==> config.mk <==
export PLATFORM = sky130hd
export DESIGN_NAME = row_result_collector
export DESIGN_NICKNAME = d
export VERILOG_FILES = /design/src/rtl/row_result_collector.sv
export SDC_FILE = /design/constraint.sdc
export NUM_CORES = 1
export LEC_CHECK = 0
export ABC_AREA = 0
export CAP_MARGIN = 20
export CORE_ASPECT_RATIO = 0.5
export CORE_MARGIN = 2
export CORE_UTILIZATION = 40
export DETAILED_ROUTE_END_ITERATION = 12
export GPL_ROUTABILITY_DRIVEN = 0
export SYNTH_ARGS = -nofsm -noshare
export SYNTH_HDL_FRONTEND = slang
export SYNTH_SLANG_ARGS = --single-unit
==> constraint.sdc <==
create_clock -name clk -period 19.02 [get_ports clk]
set_input_delay 5.706 -clock clk [delete_from_list [all_inputs] [get_ports clk]]
set_output_delay 5.706 -clock clk [all_outputs]
set_load 0.1 [all_outputs]
==> src/rtl/row_result_collector.sv <==
// Collects per-row dot-product results into a FIFO and delivers them downstream with row indices.
// Optional macro ROW_COLLECTOR_DROP_COUNT_EN adds a saturating dropped_count output.
module row_result_collector #(
  parameter int unsigned element_width = 32,
  parameter int unsigned FIFO_DEPTH    = 16,
  parameter int unsigned PTR_W         = 4
) (
  input  logic                     clk,
  input  logic                     reset,
  input  logic                     start,
  input  logic [15:0]              no_of_rows,
  input  logic [element_width-1:0] result,
  input  logic                     decoder_read_now,
  output logic [element_width-1:0] out_data,
  output logic [15:0]              out_row_index,
  output logic                     out_valid,
  input  logic                     out_ready,
  output logic                     busy,
  output logic                     all_rows_done,
  output logic                     overflow
`ifdef ROW_COLLECTOR_DROP_COUNT_EN
  ,
  output logic [15:0]              dropped_count
`endif
);

  localparam int unsigned CNT_W = PTR_W + 1;
  localparam logic [CNT_W-1:0] FULL_CNT = CNT_W'(FIFO_DEPTH);

  typedef enum logic [1:0] {IDLE, COLLECT, DRAIN, DONE} state_t;

  state_t                   state_q, state_d;
  logic [15:0]              rows_q, rows_d;
  logic [15:0]              rcv_q, rcv_d;
  logic [PTR_W-1:0]         wr_ptr_q, wr_ptr_d;
  logic [PTR_W-1:0]         rd_ptr_q, rd_ptr_d;
  logic [CNT_W-1:0]         count_q, count_d;
  logic [element_width-1:0] data_q, data_d;
  logic [15:0]              idx_q, idx_d;
  logic                     valid_q, valid_d;
  logic                     ovf_q, ovf_d;
  logic                     busy_q, done_q;
`ifdef ROW_COLLECTOR_DROP_COUNT_EN
  logic [15:0]              drop_q, drop_d;
`endif

  logic                     push, pop, drop;
  logic [PTR_W-1:0]         rd_nxt;

  // Row storage keeps the strobe-order index next to each value so drops leave gaps.
  logic [element_width-1:0] mem_data [FIFO_DEPTH];
  logic [15:0]              mem_idx  [FIFO_DEPTH];

  always_ff @(posedge clk) begin
    if (reset) begin
      state_q  <= IDLE;
      rows_q   <= '0;
      rcv_q    <= '0;
      wr_ptr_q <= '0;
      rd_ptr_q <= '0;
      count_q  <= '0;
      data_q   <= '0;
      idx_q    <= '0;
      valid_q  <= 1'b0;
      ovf_q    <= 1'b0;
      busy_q   <= 1'b0;
      done_q   <= 1'b0;
`ifdef ROW_COLLECTOR_DROP_COUNT_EN
      drop_q   <= '0;
`endif
    end else begin
      state_q  <= state_d;
      rows_q   <= rows_d;
      rcv_q    <= rcv_d;
      wr_ptr_q <= wr_ptr_d;
      rd_ptr_q <= rd_ptr_d;
      count_q  <= count_d;
      data_q   <= data_d;
      idx_q    <= idx_d;
      valid_q  <= valid_d;
      ovf_q    <= ovf_d;
      busy_q   <= (state_d == COLLECT) || (state_d == DRAIN);
      done_q   <= (state_d == DONE);
`ifdef ROW_COLLECTOR_DROP_COUNT_EN
      drop_q   <= drop_d;
`endif
    end
  end

  always_ff @(posedge clk) begin
    if (push) begin
      mem_data[wr_ptr_q] <= result;
      mem_idx[wr_ptr_q]  <= rcv_q;
    end
  end

  always_comb begin
    state_d  = state_q;
    rows_d   = rows_q;
    rcv_d    = rcv_q;
    wr_ptr_d = wr_ptr_q;
    rd_ptr_d = rd_ptr_q;
    count_d  = count_q;
    data_d   = data_q;
    idx_d    = idx_q;
    ovf_d    = ovf_q;
`ifdef ROW_COLLECTOR_DROP_COUNT_EN
    drop_d   = drop_q;
`endif
    push     = 1'b0;
    drop     = 1'b0;
    pop      = valid_q && out_ready;
    rd_nxt   = rd_ptr_q + PTR_W'(1);

    case (state_q)
      IDLE: begin
        if (start) begin
          rows_d  = no_of_rows;
          rcv_d   = '0;
          idx_d   = '0;
          ovf_d   = 1'b0;
`ifdef ROW_COLLECTOR_DROP_COUNT_EN
          drop_d  = '0;
`endif
          state_d = (no_of_rows != 16'd0) ? COLLECT : DONE;
        end
      end
      COLLECT: begin
        if (decoder_read_now) begin
          rcv_d = rcv_q + 16'd1;
          if ((count_q != FULL_CNT) || pop) begin
            push = 1'b1;
          end else begin
            drop = 1'b1;
          end
          if (rcv_d == rows_q) begin
            state_d = DRAIN;
          end
        end
      end
      DRAIN: begin
        if (count_q == '0) begin
          state_d = DONE;
        end
      end
      DONE:    state_d = IDLE;
      default: state_d = IDLE;
    endcase

    if (push) begin
      wr_ptr_d = wr_ptr_q + PTR_W'(1);
    end
    if (pop) begin
      rd_ptr_d = rd_nxt;
    end
    count_d = count_q + CNT_W'(push) - CNT_W'(pop);
    valid_d = (count_d != '0);

    // Head register: take the incoming row when it lands in an empty slot, else the next stored entry.
    if (pop) begin
      if (count_q == CNT_W'(1)) begin
        if (push) begin
          data_d = result;
          idx_d  = rcv_q;
        end else begin
          idx_d  = idx_q + 16'd1;
        end
      end else begin
        data_d = mem_data[rd_nxt];
        idx_d  = mem_idx[rd_nxt];
      end
    end else if (push && (count_q == '0)) begin
      data_d = result;
      idx_d  = rcv_q;
    end

    if (drop) begin
      ovf_d = 1'b1;
`ifdef ROW_COLLECTOR_DROP_COUNT_EN
      if (drop_q != 16'hFFFF) begin
        drop_d = drop_q + 16'd1;
      end
`endif
    end
  end

  assign out_data      = data_q;
  assign out_row_index = idx_q;
  assign out_valid     = valid_q;
  assign busy          = busy_q;
  assign all_rows_done = done_q;
  assign overflow      = ovf_q;
`ifdef ROW_COLLECTOR_DROP_COUNT_EN
  assign dropped_count = drop_q;
`endif

endmodule

Word level (Yosys, flattened, before mapping)
Memory sizes are Yosys's and may differ from the RTL's.
Index checks and enable logic that the tools add are counted.
Widths: inputs -> output; s select.
- flip-flop bits (word level): 99
- RAM bits: 768
- input bits: 53
- logic and storage cells: 80
- memories: 2
- memories (memory ; depth ; bits a word ; read ports ; clocked after Yosys merged registers in ; write ports ; RTL line ; text):
    mem_data ; 16 ; 32 ; 1 ; 0 ; 1 ; 51 ; logic [element_width-1:0] mem_data [FIFO_DEPTH];
    mem_idx ; 16 ; 16 ; 1 ; 0 ; 1 ; 52 ; logic [15:0] mem_idx [FIFO_DEPTH];
- add/subtract/negate cells: 6
- equality and inequality tests: 12
- mux-type cells: 29
- reductions and logical operators: 19
- operators by type and width (cell ; number):
    $mux 32 ; 4
    $mux 16 ; 7
    $add 16x1->16 const B ; 2
    $pmux 16 s2 ; 1
    $eq 16x16->1 ; 1
    $reduce_bool 16->1 ; 1
    $mux 1 ; 11
    $mux 2 ; 5
    $add 4x1->4 const B ; 2
    $eq 2x2->1 const B ; 4
    $pmux 2 s4 ; 1
    $reduce_and 2->1 ; 4
    $reduce_bool 2->1 ; 4
    $reduce_bool 3->1 ; 2
    $add 5x1->5 ; 1
    $eq 5x1->1 const B ; 1
    $logic_not 5->1 ; 1
    $ne 5x5->1 const B ; 1
    $reduce_bool 5->1 ; 1
    $sub 5x1->5 ; 1
    $eq 2x1->1 const B ; 2
    $ne 2x2->1 const B ; 2
    $ne 3x3->1 const B ; 1
    $reduce_and 3->1 ; 1
    other kinds (3) ; 5

Longest topological paths before layout
Gate-level depths: netlist of the first run.
- depth in word-level cells: 8
- gate-level depth with buffers: 15
- gate-level depth less buffers: 15

Worst setup path before layout of the first run
No wires, ideal clock.
- kind: input-to-reg
- from: input port out_ready
- to: memory mem_data[3][0] (enable)
- library setup time: 0.513 ns
- arrival: 9.856 ns
- setup slack: 8.651 ns
- stages on the path: 6
- path buffers: 0
- cells stage by stage: nand2_1 inv_1 nor4b_1 nor2_1 nand2_1 nor3_1
- cells in the longest elaborated chain, start to end: 7
- ends and longest elaborated chain (item ; RTL line ; text):
    start: declaration ; 17 ; input logic out_ready,
    $logic_and 1x1->1 ; 112 ; pop = valid_q && out_ready;
    $logic_or 1x1->1 ; 131 ; if ((count_q != FULL_CNT) || pop) begin
    $mux 1 ; 131 ;
    $mux 1 ; 129 ; if (decoder_read_now) begin
    $mux 1 ; 115 ; case (state_q)
    $mux 1 ; 91 ; if (push) begin
    $mux 1 (not written as such) ; 92 ; mem_data[wr_ptr_q] <= result;
    end: declaration ; 51 ;
No other way between the ends.

Final worst setup path of the first run
- from: input port out_ready
- to: memory mem_idx[7][11] (enable)
- cells in the longest elaborated chain, start to end: 7
- ends and longest elaborated chain (item ; RTL line ; text):
    $logic_and 1x1->1 ; 112 ;
    $logic_or 1x1->1 ; 131 ;
    $mux 1 ; 131 ;
    $mux 1 ; 129 ;
    $mux 1 ; 115 ;
    $mux 1 ; 91 ;
    $mux 1 (not written as such) ; 93 ; mem_idx[wr_ptr_q] <= rcv_q;
    end: declaration ; 52 ;
No other way between the ends.

==> reports/summary.txt, run 1 <==
Post-Syn Area: 34,300 um^2
Vias in the first global route: 17,400
Crit path capture type: flip-flop
GRT Resource Usage Total: 18.1%
Die Y: 211 um
Reg2reg setup slack: 14.84 ns
FMAX: 0.107 GHz
CTS max path bufs: 3
TritonCTS clock tree: yes
Power density over cell area: 119 nW/um^2
Setup TNS: 0 ns
Vias per cell: 5.64
Crit path DAT: 9.63 ns
Worst-margin pin slew: 1.12 ns
Fin. max-slew vios: 0
Status: complete, no violations
Worst vdd ir: 0.0000743 V
Final setup viols: 0
Hold_ws: 0.471 ns
Multi-input gate area: 8840 um^2
P_leak: 12.1 nW
Drt first-iter violations: 1,737
# IOs: 105
CTS Hold Bufs: 0
Final min period: 9.38 ns
Post-synth cell types: 69
# diodes: 0
Initial antenna violation count: 3
Maxcap violations: 0
IO Port Bufs: 104
Final Instance Area: 39,300 um^2
Gr ovfl total: 0
CP bufs+invs: 3
# DRC: 0
Total routed wirelength: 79,300 um
First-pass GRT wire length: 117,000 um
Share of cells above drive strength 1: 21.4%
Final Power: 0.00467 W
Post-CTS Setup Bufs: 0
CTS root buffer: clkbuf_16
#FFs+latches synth: 867
Hold Fails Final Rpt: 0
Area post-placement: 36,700 um^2
Fillers: 7,019
CP cell instances: clkdlybuf4s50_1 > nand2_1 > inv_1 > nor4b_1 > nor2_1 > nand2_1 > nor2_4 > buf_4
Synth top area cells: edfxtp_1 (67%), mux4_2 (15%), dfxtp_1 (5.8%)
Most used cell, CP: nand2_1
Core area: 84,400 um^2
DRT Pass-1 Iters: 5
Sequential cell area: 25,000 um^2
Crit Reg-Reg Startpoint: out_valid
Nets@finish: 1,983
Clk sinks: 867
CTS resizes: 0
CP max-delay cell: nor2_4
Die Span X: 418 um
Max incr delay on CP: 0.85 ns
Seq/Total Area, Yosys: 73.0%
Routed Antenna Nets: 0
Share of Yosys cell area claimed by the top area cell type: 67.2%
Routed vias: 17,500
Cell count after synthesis: 1,795
Worst R2R Path Depth: 7
Area growth syn-to-layout: 14.5%
CP required: 19.27 ns
Setup crit start: out_ready
Avg WL per Cell: 25.6 um
Critical path's top delay family: simple AND/OR/NAND/NOR gates
Syn. warnings: 0
Max H-tree Level: 3
Starting density of the core: 40.7%
Final period utilization: 49.3%
Hold Crit Class: reg -> reg
Peak fanout along the critical path: 26
Setup Skew: 0.0441 ns
Post-synth ARST share: 0%
Kind of critical path: in -> reg
Largest net degree at the start of global routing: 133
EDFF count, synth: 768
Die area: 88,300 um^2
Worst R2R End: mem_idx[7][11]
Worst setup path endpoint: mem_idx[7][11]
Clock Latency Late Sink: 0.65 ns
FP Rows: 75
Clock buffer count from CTS: 80
Clock Pin Slew Worst Setup and Hold Paths: 0.06 ns
Slew headroom: 25.4%
Final core occ: 46.5%
RSZ-0062 raised after global routing: no
Syn Nets: 1,864
Synth area leader: edfxtp_1
Top FF cell, synth: edfxtp_1
Avg Cell Area, Syn: 19.1 um^2
Critical path depth: 8
HPWL Detailed: 43,800 um
CP Launch Type: primary input
registers in the layout, indices dropped and copies added (netlist names), 2 cells and up:
| signal | flops |
|---|---|
| rows_q | 16 |
| out_row_index | 16 |
| mem_idx | 256 |
| rd_ptr_q | 4 |
| out_data | 32 |
| rcv_q | 16 |
| mem_data | 512 |
| wr_ptr_q | 4 |
| count_q | 5 |
| state_q | 2 |
where the power goes:
group	internal, W	switching, W
Combinational	0.000352	0.000582
Sequential	0.00211	0.0000500
Clock	0.000869	0.000708
Total	0.00333	0.00134
stage by stage:
stage	std cells	setup slack (ns)
3_3_place_gp	2946	8.95
3_5_place_dp	2947	9.01
5_1_grt	3097	9.33
2_1_floorplan	1795	8.65
6_report	3097	9.64
4_1_cts	3096	9.65
layout by cell type (no fill, tap or decap), drive strengths merged, types with 28 or more instances in the layout:
cell type and n:
edfxtp 768, clkdlybuf4s50 103, clkinv 36, xnor2 28, a21oi 43, nor2 109
buf 38, nand2 142, dfxtp 99, clkbuf 103, a311oi 36, mux4 232
worst min path at each step:
stage | from | endpoint | slack [ns] | cells after the start
after floorplan | rows_q[10] | rows_q[10] | 0.45 | 2
after global placement | rows_q[1] | rows_q[1] | 0.46 | 2
after detailed placement | rows_q[1] | rows_q[1] | 0.46 | 2
after CTS | rows_q[1] | rows_q[1] | 0.48 | 2
after global routing | rows_q[1] | rows_q[1] | 0.49 | 2
final | rows_q[1] | rows_q[1] | 0.47 | 2
routing by layer:
| metal | GRT usage [%] | wire, um | vias to the layer above | share of wire (%) |
|---|---|---|---|---|
| met3 | 4.02 | 5890 | 112 | 7.4 |
| met5 | 0 | 32 | - | 0.040 |
| li1 | - | - | 7521 | - |
| met2 | 26.9 | 35800 | 589 | 45 |
| met1 | 27.1 | 35900 | 9249 | 45 |
| met4 | 4.78 | 1710 | 4 | 2.2 |
area by class of cell:
type | count | area share [%]
clock buffer | 103 | 5.42
inverter | 15 | 0.143
clock inverter | 46 | 1.11
sequential | 867 | 63.8
timing repair buffer | 141 | 3.45
multi-input combinational | 809 | 22.5
tap | 1116 | 3.56
logic make-up (layout without fill, tap and decap cells):
group | Yosys count | after routing | synth area share [%]
AND/OR/NAND/NOR | 339 | 339 | 4.49
flip-flops | 867 | 867 | 73.0
XOR/XNOR | 46 | 46 | 1.20
multiplexers | 252 | 252 | 15.8
adder cells (fa/ha/maj) | 16 | 16 | 0.605
AO/OA/AOI/OAI | 156 | 156 | 3.21
buffers and inverters | 119 | 305 | 1.66
worst register-to-register path: stages, from the launching register on:
cell	delay (ns)
dfxtp_1	0.36
nand2_1	0.20
inv_1	0.56
nor4b_1	0.14
nor2_1	0.66
nand2_1	0.45
nor2_4	0.85
buf_4	0.56
cell usage after synthesis, drive strengths merged (8+ instances only):
cell type	number
a211oi	10
a21oi	43
a311oi	36
buf	55
clkbuf	49
dfxtp	99
edfxtp	768
ha	15
inv	15
mux2i	13
mux4	232
nand2	142
nand3	13
nand4	10
nor2	109
nor3	19
nor4	12
o211ai	8
o21ai	18
xnor2	28
xor2	18
Power figures use the tool's default switching activity.
==> run 2, diff against run 1 <==
clock period = 7.9 ns   (was 19.02 ns; I/O delays follow)
==> run 2 against run 1 <==
Sequential cell count unchanged. Sequential power up 140%. Die area unchanged. Critical path depth up 5. Critical path type unchanged. Clock power up 140%.
==> reports/summary.txt, run 2 (synthesis results as in run 1) <==
GRT Resource Usage Total: 18.2%
Die Y: 211 um
Starting density of the core: 40.7%
Area post-placement: 36,700 um^2
Area growth syn-to-layout: 14.7%
Power density over cell area: 287 nW/um^2
Vias in the first global route: 17,300
Sw Share: 28.5%
Reg power frac: 46.2%
Max reg flops: 512
Peak fanout along the critical path: 38
Initial antenna violation count: 1
Crit path DAT: 6.33 ns
Core area: 84,400 um^2
HPWL Detailed: 45,900 um
Final setup viols: 0
CP Launch Type: primary input
IO Port Bufs: 104
CP required: 8.44 ns
FP Rows: 75
Commonest non-fill, non-tap cell in the layout: edfxtp_1
Status: complete, no violations
Combinational share of power: 19.9%
DRT Pass-1 Iters: 5
DP Cell Count: 2,948
RSZ-0062 raised after global routing: no
Max H-tree Level: 3
TritonCTS clock tree: yes
Final min period: 5.79 ns
Setup TNS: 0 ns
Routed Antenna Nets: 0
CTS Hold Bufs: 0
P_leak: 12.2 nW
Clock Latency Late Sink: 0.65 ns
Maxcap violations: 0
Drt first-iter violations: 1,689
Crit path capture type: flip-flop
Clock Pin Slew Worst Setup and Hold Paths: 0.06 ns
GR Layer Usage met2: 28.1%
# DRC: 0
Met3 usage: 3.57%
Kind of critical path: in -> reg
Met1 Track Usage GR: 26.9%
Final Instance Area: 39,400 um^2
Fin. max-slew vios: 0
Vias per cell: 5.63
Routed vias: 17,400
Die Span X: 418 um
Gr busiest metal: met2
Nets@finish: 1,983
Non-Filler Instances: 3,095
Clock Power Share: 33.8%
Psw: 0.00322 W
Share of cells above drive strength 1: 21.4%
Biggest register: mem_data
# IOs: 105
First-pass GRT wire length: 118,000 um
Die area: 88,300 um^2
Largest net degree at the start of global routing: 61
Power Internal: 0.00806 W
Total routed wirelength: 79,700 um
Setup Skew: 0.0274 ns
Final period utilization: 73.3%
Avg WL per Cell: 25.7 um
Clock buffer count from CTS: 78
Worst-margin pin slew: 1.13 ns
CTS root buffer: clkbuf_16
CTS resizes: 0
Clk sinks: 867
Post-CTS Setup Bufs: 0
CTS max path bufs: 3
Slew headroom: 24.3%
Hold Crit Class: reg -> reg
Hold Fails Final Rpt: 0
Gr ovfl total: 0
FMAX: 0.173 GHz
Commonest cells after routing, fill and taps aside: edfxtp_1 (768), mux4_2 (232), nand2_1 (141)
Worst vdd ir: 0.000154 V
[run 2: changes by cell type in the layout (fill, tap and decap cells not counted), moves of 2 or more]
cell | before | now
buf_12 | 1 | 7
bufinv_16 | 5 | 7
clkinvlp_4 | 2 | 0
clkbuf_1 | 20 | 22
buf_4 | 35 | 31
clkinv_1 | 16 | 12
[run 2: critical path, stage by stage]
cell and delay, ns:
clkdlybuf4s50_1 0.47, nand2_1 0.19, inv_1 0.56, nor4b_1 0.15, nor2_1 0.67, inv_2 0.16
ha_1 0.24, inv_1 0.05, o31ai_1 0.11, o21ai_4 0.38, buf_4 0.52, nor2_1 0.09
a311oi_1 0.29
[run 2: final timing paths]
kind	startpoint	end	slack (ns)	depth (start not counted)
setup reg to reg	rd_ptr_q[0]	out_row_index[5]	3.61	6
hold reg to reg	rows_q[1]	rows_q[1]	0.48	2
setup / recovery	out_ready	out_data[18]	2.11	13
hold / removal	rows_q[1]	rows_q[1]	0.48	2
[run 2: routing by layer]
metal / vias up / wire, um
li1: 7523 / -
met1: 9232 / 36300
met2: 577 / 36600
met3: 92 / 5420
met4: 0 / 1340
met5: - / 0
[run 2: area by class of cell]
type	count	area, um^2
well taps	1116	1400
clock buffers	104	2110
inverters	15	56.3
multi-input cells	809	8840
fillers	7013	45000
diodes	1	2.50
repair buffers	143	1460
flip-flops and latches	867	25000
clock inverters	40	433
[run 2: power by group through the flow]
stage	Sequential, W	Clock [W]	Combinational, W
final	0.00521	0.00382	0.00225
after global routing	0.00523	0.00407	0.00238
after CTS	0.00521	0.00390	0.00227
after detailed placement	0.00531	0	0.00227
after global placement	0.00532	0	0.00226
after floorplan	0.00576	0	0.00119
[run 2: metrics by stage]
step / total power (W) / util [%] / setup WS [ns] / hold slack [ns]
2_1_floorplan: 0.00695 / - / 0.867 / 0.445
3_3_place_gp: 0.00757 / 43.6 / 1.62 / 0.461
3_5_place_dp: 0.00758 / 43.6 / 1.54 / 0.466
4_1_cts: 0.0114 / 46.6 / 2.24 / 0.475
5_1_grt: 0.0117 / 46.6 / 1.80 / 0.501
6_report: 0.0113 / 46.6 / 2.11 / 0.476
